**src/rtl/proab_rd_stream_pkg.sv**
```systemverilog
// Shared definitions for the probability read-stream stage: FSM state
// encodings, single-precision constants used across the softmax stages and a
// small helper for sizing occupancy counters.
package proab_rd_stream_pkg;

  typedef enum logic [1:0] {
    ST_IDLE = 2'd0,
    ST_RUN  = 2'd1,
    ST_DONE = 2'd2
  } state_e;

  localparam logic [31:0] FP_ZERO = 32'h0000_0000;
  localparam logic [31:0] FP_HALF = 32'h3F00_0000;
  localparam logic [31:0] FP_ONE  = 32'h3F80_0000;

  // Bits needed to hold an occupancy value from 0 up to and including depth.
  function automatic int cnt_width(input int depth);
    return $clog2(depth) + 1;
  endfunction

endpackage

```
**src/rtl/proab_stream_fifo.sv**
```systemverilog
// Synchronous show-ahead FIFO: head_data always presents the oldest entry,
// pop consumes it. DEPTH must be a power of two so pointers wrap naturally.
module proab_stream_fifo
  import proab_rd_stream_pkg::*;
#(
  parameter int DW    = 32,
  parameter int DEPTH = 4
) (
  input  logic                          clk,
  input  logic                          rst,
  input  logic                          push,
  input  logic [DW-1:0]                 push_data,
  input  logic                          pop,
  output logic [DW-1:0]                 head_data,
  output logic                          empty,
  output logic                          full,
  output logic [cnt_width(DEPTH)-1:0]   count
);

  localparam int PW = $clog2(DEPTH);
  localparam int CW = cnt_width(DEPTH);
  localparam logic [CW-1:0] DEPTH_C = CW'(DEPTH);
  localparam logic [CW-1:0] ZERO_C  = CW'(0);
  localparam logic [CW-1:0] ONE_C   = CW'(1);
  localparam logic [PW-1:0] PINC_C  = PW'(1);

  logic [DW-1:0] mem_q [DEPTH];
  logic [PW-1:0] wr_ptr_q;
  logic [PW-1:0] rd_ptr_q;
  logic [CW-1:0] cnt_q;
  logic          pop_s;
  logic          push_s;

  assign empty     = (cnt_q == ZERO_C);
  assign full      = (cnt_q == DEPTH_C);
  assign count     = cnt_q;
  assign head_data = mem_q[rd_ptr_q];
  assign pop_s     = pop & ~empty;
  // A full FIFO still accepts a push when the same cycle pops.
  assign push_s    = push & (~full | pop_s);

  // Pointer and occupancy bookkeeping; simultaneous push/pop leaves count alone.
  always_ff @(posedge clk) begin
    if (rst) begin
      wr_ptr_q <= {PW{1'b0}};
      rd_ptr_q <= {PW{1'b0}};
      cnt_q    <= ZERO_C;
    end else begin
      if (push_s) wr_ptr_q <= wr_ptr_q + PINC_C;
      if (pop_s)  rd_ptr_q <= rd_ptr_q + PINC_C;
      case ({push_s, pop_s})
        2'b10:   cnt_q <= cnt_q + ONE_C;
        2'b01:   cnt_q <= cnt_q - ONE_C;
        default: cnt_q <= cnt_q;
      endcase
    end
  end

  // Entry storage; contents are don't-care until written, so no reset.
  always_ff @(posedge clk) begin
    if (push_s) mem_q[wr_ptr_q] <= push_data;
  end

  proab_stream_fifo_chk u_chk (
    .clk  (clk),
    .rst  (rst),
    .push (push),
    .pop  (pop_s),
    .full (full)
  );

endmodule

```
**src/rtl/proab_stream_fifo_chk.sv**
```systemverilog
// Simulation checker for the prefetch FIFO: a push into a full FIFO is only
// legal when the same cycle also pops.
module proab_stream_fifo_chk (
  input logic clk,
  input logic rst,
  input logic push,
  input logic pop,
  input logic full
);

  a_no_overflow: assert property (@(posedge clk) disable iff (rst) !(push && full && !pop));

endmodule

```
**src/rtl/proab_rd_stream.sv**
```systemverilog
// Final softmax stage: drains DATA_SIZE words of the probability memory and
// streams them over valid/ready. Reads are prefetched under a credit limit
// (in-flight + buffered <= FIFO_DEPTH) so the FIFO can never overflow and the
// stream sustains one word per cycle without backpressure.
// Optional: define PROAB_ARGMAX_EN to add argmax_idx/argmax_valid, tracking
// the index of the largest word (lowest index wins ties).
module proab_rd_stream
  import proab_rd_stream_pkg::*;
#(
  parameter int AW         = 12,
  parameter int DW         = 32,
  parameter int DATA_SIZE  = 128,
  parameter int RD_DELAY   = 1,
  parameter int FIFO_DEPTH = 4
) (
  input  logic          clk,
  input  logic          rst,
  input  logic          rd_start,
  output logic          rd_ready,
  output logic          rd_done,
  output logic [AW-1:0] rd_addr,
  output logic          rd_ena,
  input  logic [DW-1:0] rd_data,
  output logic [DW-1:0] out_data,
  output logic          out_valid,
  input  logic          out_ready,
  output logic          out_last
`ifdef PROAB_ARGMAX_EN
  ,
  output logic [AW-1:0] argmax_idx,
  output logic          argmax_valid
`endif
);

  // Word counters carry one extra bit so DATA_SIZE = 2^AW does not wrap.
  localparam int CW  = AW + 1;
  localparam int FCW = cnt_width(FIFO_DEPTH);
  localparam int SW  = FCW + 1;
  localparam logic [CW-1:0] DS_C    = CW'(DATA_SIZE);
  localparam logic [CW-1:0] LAST_C  = CW'(DATA_SIZE - 1);
  localparam logic [CW-1:0] ONE_C   = CW'(1);
  localparam logic [SW-1:0] DEPTH_C = SW'(FIFO_DEPTH);

  state_e                state_q;
  logic [CW-1:0]         issued_q;
  logic [CW-1:0]         popped_q;
  logic [RD_DELAY-1:0]   vld_sr_q;
  logic [RD_DELAY-1:0]   vld_sr_d;
  logic [FCW-1:0]        fifo_cnt_s;
  logic [SW-1:0]         credit_used_s;
  logic                  issue_s;
  logic                  capture_s;
  logic                  pop_s;
  logic                  last_s;
  logic                  fifo_empty_s;
  logic                  fifo_full_s;
  logic [DW-1:0]         head_s;

  // Credits in use are reads still in the memory pipe plus words buffered.
  always_comb begin
    credit_used_s = SW'(fifo_cnt_s);
    for (int i = 0; i < RD_DELAY; i++) begin
      credit_used_s = credit_used_s + SW'(vld_sr_q[i]);
    end
    if ((state_q == ST_RUN) && (issued_q < DS_C) && (credit_used_s < DEPTH_C) && !fifo_full_s) begin
      issue_s = 1'b1;
    end else begin
      issue_s = 1'b0;
    end
  end

  // Read-valid pipeline mirrors the memory latency; its tail marks returning data.
  always_comb begin
    vld_sr_d    = vld_sr_q;
    vld_sr_d[0] = issue_s;
    for (int i = 1; i < RD_DELAY; i++) begin
      vld_sr_d[i] = vld_sr_q[i-1];
    end
  end

  assign capture_s = vld_sr_q[RD_DELAY-1];
  assign pop_s     = ~fifo_empty_s & out_ready;
  assign last_s    = (popped_q == LAST_C);

  assign rd_ready  = (state_q == ST_IDLE);
  assign rd_done   = (state_q == ST_DONE);
  assign rd_ena    = issue_s;
  assign rd_addr   = issued_q[AW-1:0];
  assign out_valid = ~fifo_empty_s;
  assign out_data  = fifo_empty_s ? {DW{1'b0}} : head_s;
  assign out_last  = ~fifo_empty_s & last_s;

  // Job FSM with issue/pop counters; reset abandons the job and drops in-flight reads.
  always_ff @(posedge clk) begin
    if (rst) begin
      state_q  <= ST_IDLE;
      issued_q <= {CW{1'b0}};
      popped_q <= {CW{1'b0}};
      vld_sr_q <= {RD_DELAY{1'b0}};
    end else begin
      vld_sr_q <= vld_sr_d;
      case (state_q)
        ST_IDLE: begin
          if (rd_start) begin
            state_q  <= ST_RUN;
            issued_q <= {CW{1'b0}};
            popped_q <= {CW{1'b0}};
          end
        end
        ST_RUN: begin
          if (issue_s) issued_q <= issued_q + ONE_C;
          if (pop_s)   popped_q <= popped_q + ONE_C;
          if (pop_s && last_s) state_q <= ST_DONE;
        end
        ST_DONE: begin
          state_q <= ST_IDLE;
        end
        default: begin
          state_q <= ST_IDLE;
        end
      endcase
    end
  end

  proab_stream_fifo #(
    .DW    (DW),
    .DEPTH (FIFO_DEPTH)
  ) u_fifo (
    .clk       (clk),
    .rst       (rst),
    .push      (capture_s),
    .push_data (rd_data),
    .pop       (pop_s),
    .head_data (head_s),
    .empty     (fifo_empty_s),
    .full      (fifo_full_s),
    .count     (fifo_cnt_s)
  );

`ifdef PROAB_ARGMAX_EN
  logic [DW-1:0] max_val_q;
  logic [AW-1:0] argmax_idx_q;

  // Running maximum as unsigned integers; strict compare keeps the lowest index on ties.
  always_ff @(posedge clk) begin
    if (rst) begin
      max_val_q    <= {DW{1'b0}};
      argmax_idx_q <= {AW{1'b0}};
    end else if ((state_q == ST_IDLE) && rd_start) begin
      max_val_q    <= {DW{1'b0}};
      argmax_idx_q <= {AW{1'b0}};
    end else if ((state_q == ST_RUN) && pop_s && (head_s > max_val_q)) begin
      max_val_q    <= head_s;
      argmax_idx_q <= popped_q[AW-1:0];
    end
  end

  assign argmax_idx   = argmax_idx_q;
  assign argmax_valid = (state_q == ST_DONE);
`endif

endmodule

```
**config.mk**
```make
export PLATFORM = sky130hd
export DESIGN_NAME = proab_rd_stream
export DESIGN_NICKNAME = d
export VERILOG_FILES = /design/src/rtl/proab_rd_stream_pkg.sv /design/src/rtl/proab_stream_fifo.sv /design/src/rtl/proab_stream_fifo_chk.sv /design/src/rtl/proab_rd_stream.sv
export SDC_FILE = /design/constraint.sdc
export NUM_CORES = 1
export LEC_CHECK = 0
export CAP_MARGIN = 20
export CORE_MARGIN = 3
export CORE_UTILIZATION = 50
export DETAILED_ROUTE_END_ITERATION = 10
export MAX_ROUTING_LAYER = met4
export PLACE_DENSITY = 0.74
export SLEW_MARGIN = 25
export SYNTH_ARGS = -nofsm -noshare
export SYNTH_HDL_FRONTEND = slang
export SYNTH_SLANG_ARGS = --single-unit
export TNS_END_PERCENT = 20
```
**constraint.sdc**
```tcl
create_clock -name clk -period 1.9 [get_ports clk]
set_input_delay 0.285 -clock clk [delete_from_list [all_inputs] [get_ports clk]]
set_output_delay 0.285 -clock clk [all_outputs]
set_load 0.02 [all_outputs]
```
==> metrics.yaml <==
start_util: 0.5250
dp.cells: 698
final_common_cell: "edfxtp_1"
min_path_type: "reg -> reg"
drt-total-wl_um: 13540
status: "complete, but fails checks"
setup_slack_ns: -0.2505
setup.worst_path.class: "reg -> out"
drc: 0
clock-skew-final_ns: 0.01171
grt.total_usage: 0.1963
die_w_um: 122.5
slew_viol_final: 0
row_count: 41
grt_pass1_vias: 4205
drive_gt1_frac: 0.3387
syn_inst: 428
synth_area_um2: 6787
fillerInstances: 854
min_path_cells: 2
ant_nets: 0
cp-end-kind: "primary output"
cts_made_buffers: 17
io_pins: 85
regArea_um2: 4612
dieArea_um2: 15010
synth.ff_latch_count: 166
finalCriticalPeriod_ns: 2.151
rsz0062_at_grt: "true"
final_cell_mix: "edfxtp_1, clkdlybuf4s50_1, buf_4, dfxtp_1, mux4_2"
fin_cells: 736
total_power_mw: 11.37
p_leak_nw: 3.102
cp_num_cells: 5
clk_pin_slew_ns: 0.06
rr_worst_depth: 5
yosys_most_used_dff: "edfxtp_1"
synth_edf_count: 128
yosys_warnings: 0
dr.pass1.iters: 4
timing.final.crit_share: 1.132
vias: 4064
final_area_um2: 8965
syn_to_final_growth_pct: 32.10
irDropWorstVdd_uv: 530.4
synth_seq_area_share: 0.6785
worstSkewPairLatency_ns: 0.42
fmax_mhz: 465.0
numPortBuffers: 84
grt_max_degree: 23
fin_util: 0.6935
worstPathCellList: "buf_12 > buf_12 > mux4_2 > and2_4 > buf_6"
die_h_um: 122.5
cp_max_fo: 6
critical_path_required_ns: 1.62
hold_viol_final: 0
synth.top_cell.area_share: 0.5664
cp.buffers_inverters: 3
clock-sinks: 166
diodes: 0
multiInputGateArea_um2: 2086
worst_path_max_delay_cell: "mux4_2"
grt_pass1_wl_um: 21480
yosysTopAreaCell: "edfxtp_1"
cp.arrival_ns: 1.87
ctsHoldBuffers: 0
syn_area_per_cell_um2: 15.86
gp_congestion: 0.8340
gr-total-overflow: 0
cts.path.max_buffers: 2
via_per_inst: 5.522
startpoint_type: "register"
synth.area.top_cells: "edfxtp_1, dfxtp_1, mux4_2"
cts-htree-levels: 4
drv_cap: 0
cts-root-buf: "clkbuf_16"
slowest_delay_ns: 0.50
tightest_slew_ns: 0.4936
ys_types: 50
wl_per_cell_um: 18.39
dpl-instance-area_um2: 8165
hpwl_um: 8393
ys_async_sr_fraction: 0
core-area_um2: 12930
antenna_found_initial: 0
violations: "setup timing"
synth_nets: 471
cts_tree: "yes"
powerDensity_nw_per_um2: 1268
final_nets: 594
cp_top_family: "multiplexers"
setup_violations: 32
crit_top_cell: "buf_12"
drt-initial-drc-count: 315
slew-limit-headroom: 0.6657
metal layers:
metal | part of all wire | GRT usage
met4 | 0.0084 | 0.05458
met2 | 0.52 | 0.3243
met3 | 0.050 | 0.05392
met1 | 0.42 | 0.2401
met5 | 0 | -
where the power goes:
group,switching (mW),internal [mW],leakage [nW],total [mW]
Sequential,0.0803,4.08,1.47,4.16
Combinational,1.90,2.17,1.37,4.07
Clock,1.24,1.90,0.261,3.13
Total,3.21,8.15,3.10,11.4
sequential cells by signal, indices dropped and copies added, names as in the netlist, named ones only:
| name | cells |
|---|---|
| u_fifo.mem_q | 128 |
| issued_q | 13 |
| popped_q | 13 |
| u_fifo.count | 3 |
| state_q | 2 |
| u_fifo.rd_ptr_q | 2 |
| u_fifo.wr_ptr_q | 2 |
| capture_s | 1 |
stage by stage:
step	setup slack, ns	hold slack, ns	TNS, ns
2_1_floorplan	0.06124	0.3839	0
3_3_place_gp	-0.2326	0.4639	-24.02
3_5_place_dp	-0.2810	0.4727	-26.70
4_1_cts	-0.2849	0.4830	-8.147
5_1_grt	-0.3020	0.5022	-8.666
6_report	-0.2505	0.4911	-6.859
path summary, 6_finish.rpt:
| path | start | endpoint | slack (ns) |
|---|---|---|---|
| min | popped_q[12] | popped_q[12] | 0.49 |
| max reg2reg | u_fifo.count[1] | u_fifo.count[2] | 0.06 |
| min reg2reg | popped_q[12] | popped_q[12] | 0.49 |
| max | register | out_data[21] | -0.25 |
synthesized netlist by cell type (2+ instances only):
library cell,number
nor4_1,2
buf_4,12
buf_2,5
o21ai_0,7
a211oi_1,4
edfxtp_1,128
nand3_1,9
xor2_1,2
a2111oi_2,3
and2_1,34
mux2i_1,4
and3_1,10
o21a_1,2
a21oi_1,16
buf_1,3
a2111o_1,2
nand2b_1,2
nand2_1,11
clkbuf_1,13
nand4_1,6
dfxtp_1,38
nor2_1,20
inv_1,10
or3b_1,2
mux4_2,32
or3_1,7
ha_1,6
xnor2_1,9
nor3b_1,2
nor2b_1,4
and4_1,2
nor3_1,3
layout make-up:
class                   instances  area share
inverters                      10    0.004187
clock inverters                 5    0.005583
repair buffers                137      0.1641
multi-input cells             219      0.2327
well taps                     172     0.02401
flip-flops and latches        166      0.5144
clock buffers                  27     0.05499
worst reg2reg max path, stage by stage, from the launching register on:
cell,delay [ns]
dfxtp_1,0.31
buf_4,0.15
or4b_4,0.58
and3_4,0.21
mux2i_1,0.14
mux2_1,0.33
what timing repair did:
action,4_1_cts,5_1_grt
setup endpoints to repair,37,36
gates cloned,3,1
pin swaps,3,13
setup buffers,3,0
resized for setup,169,75
kinds of logic (layout without fill, tap and decap cells):
group	Yosys count	count (layout)	synth area share
flip-flops	166	166	0.6785
AND/OR/NAND/NOR	120	120	0.1023
AO/OA/AOI/OAI	44	44	0.04591
buffers and inverters	43	179	0.03134
multiplexers	37	37	0.1138
XOR/XNOR	11	11	0.01420
adder cells (fa/ha/maj)	7	7	0.01401
No activity file was read; power rests on OpenSTA's default activity.
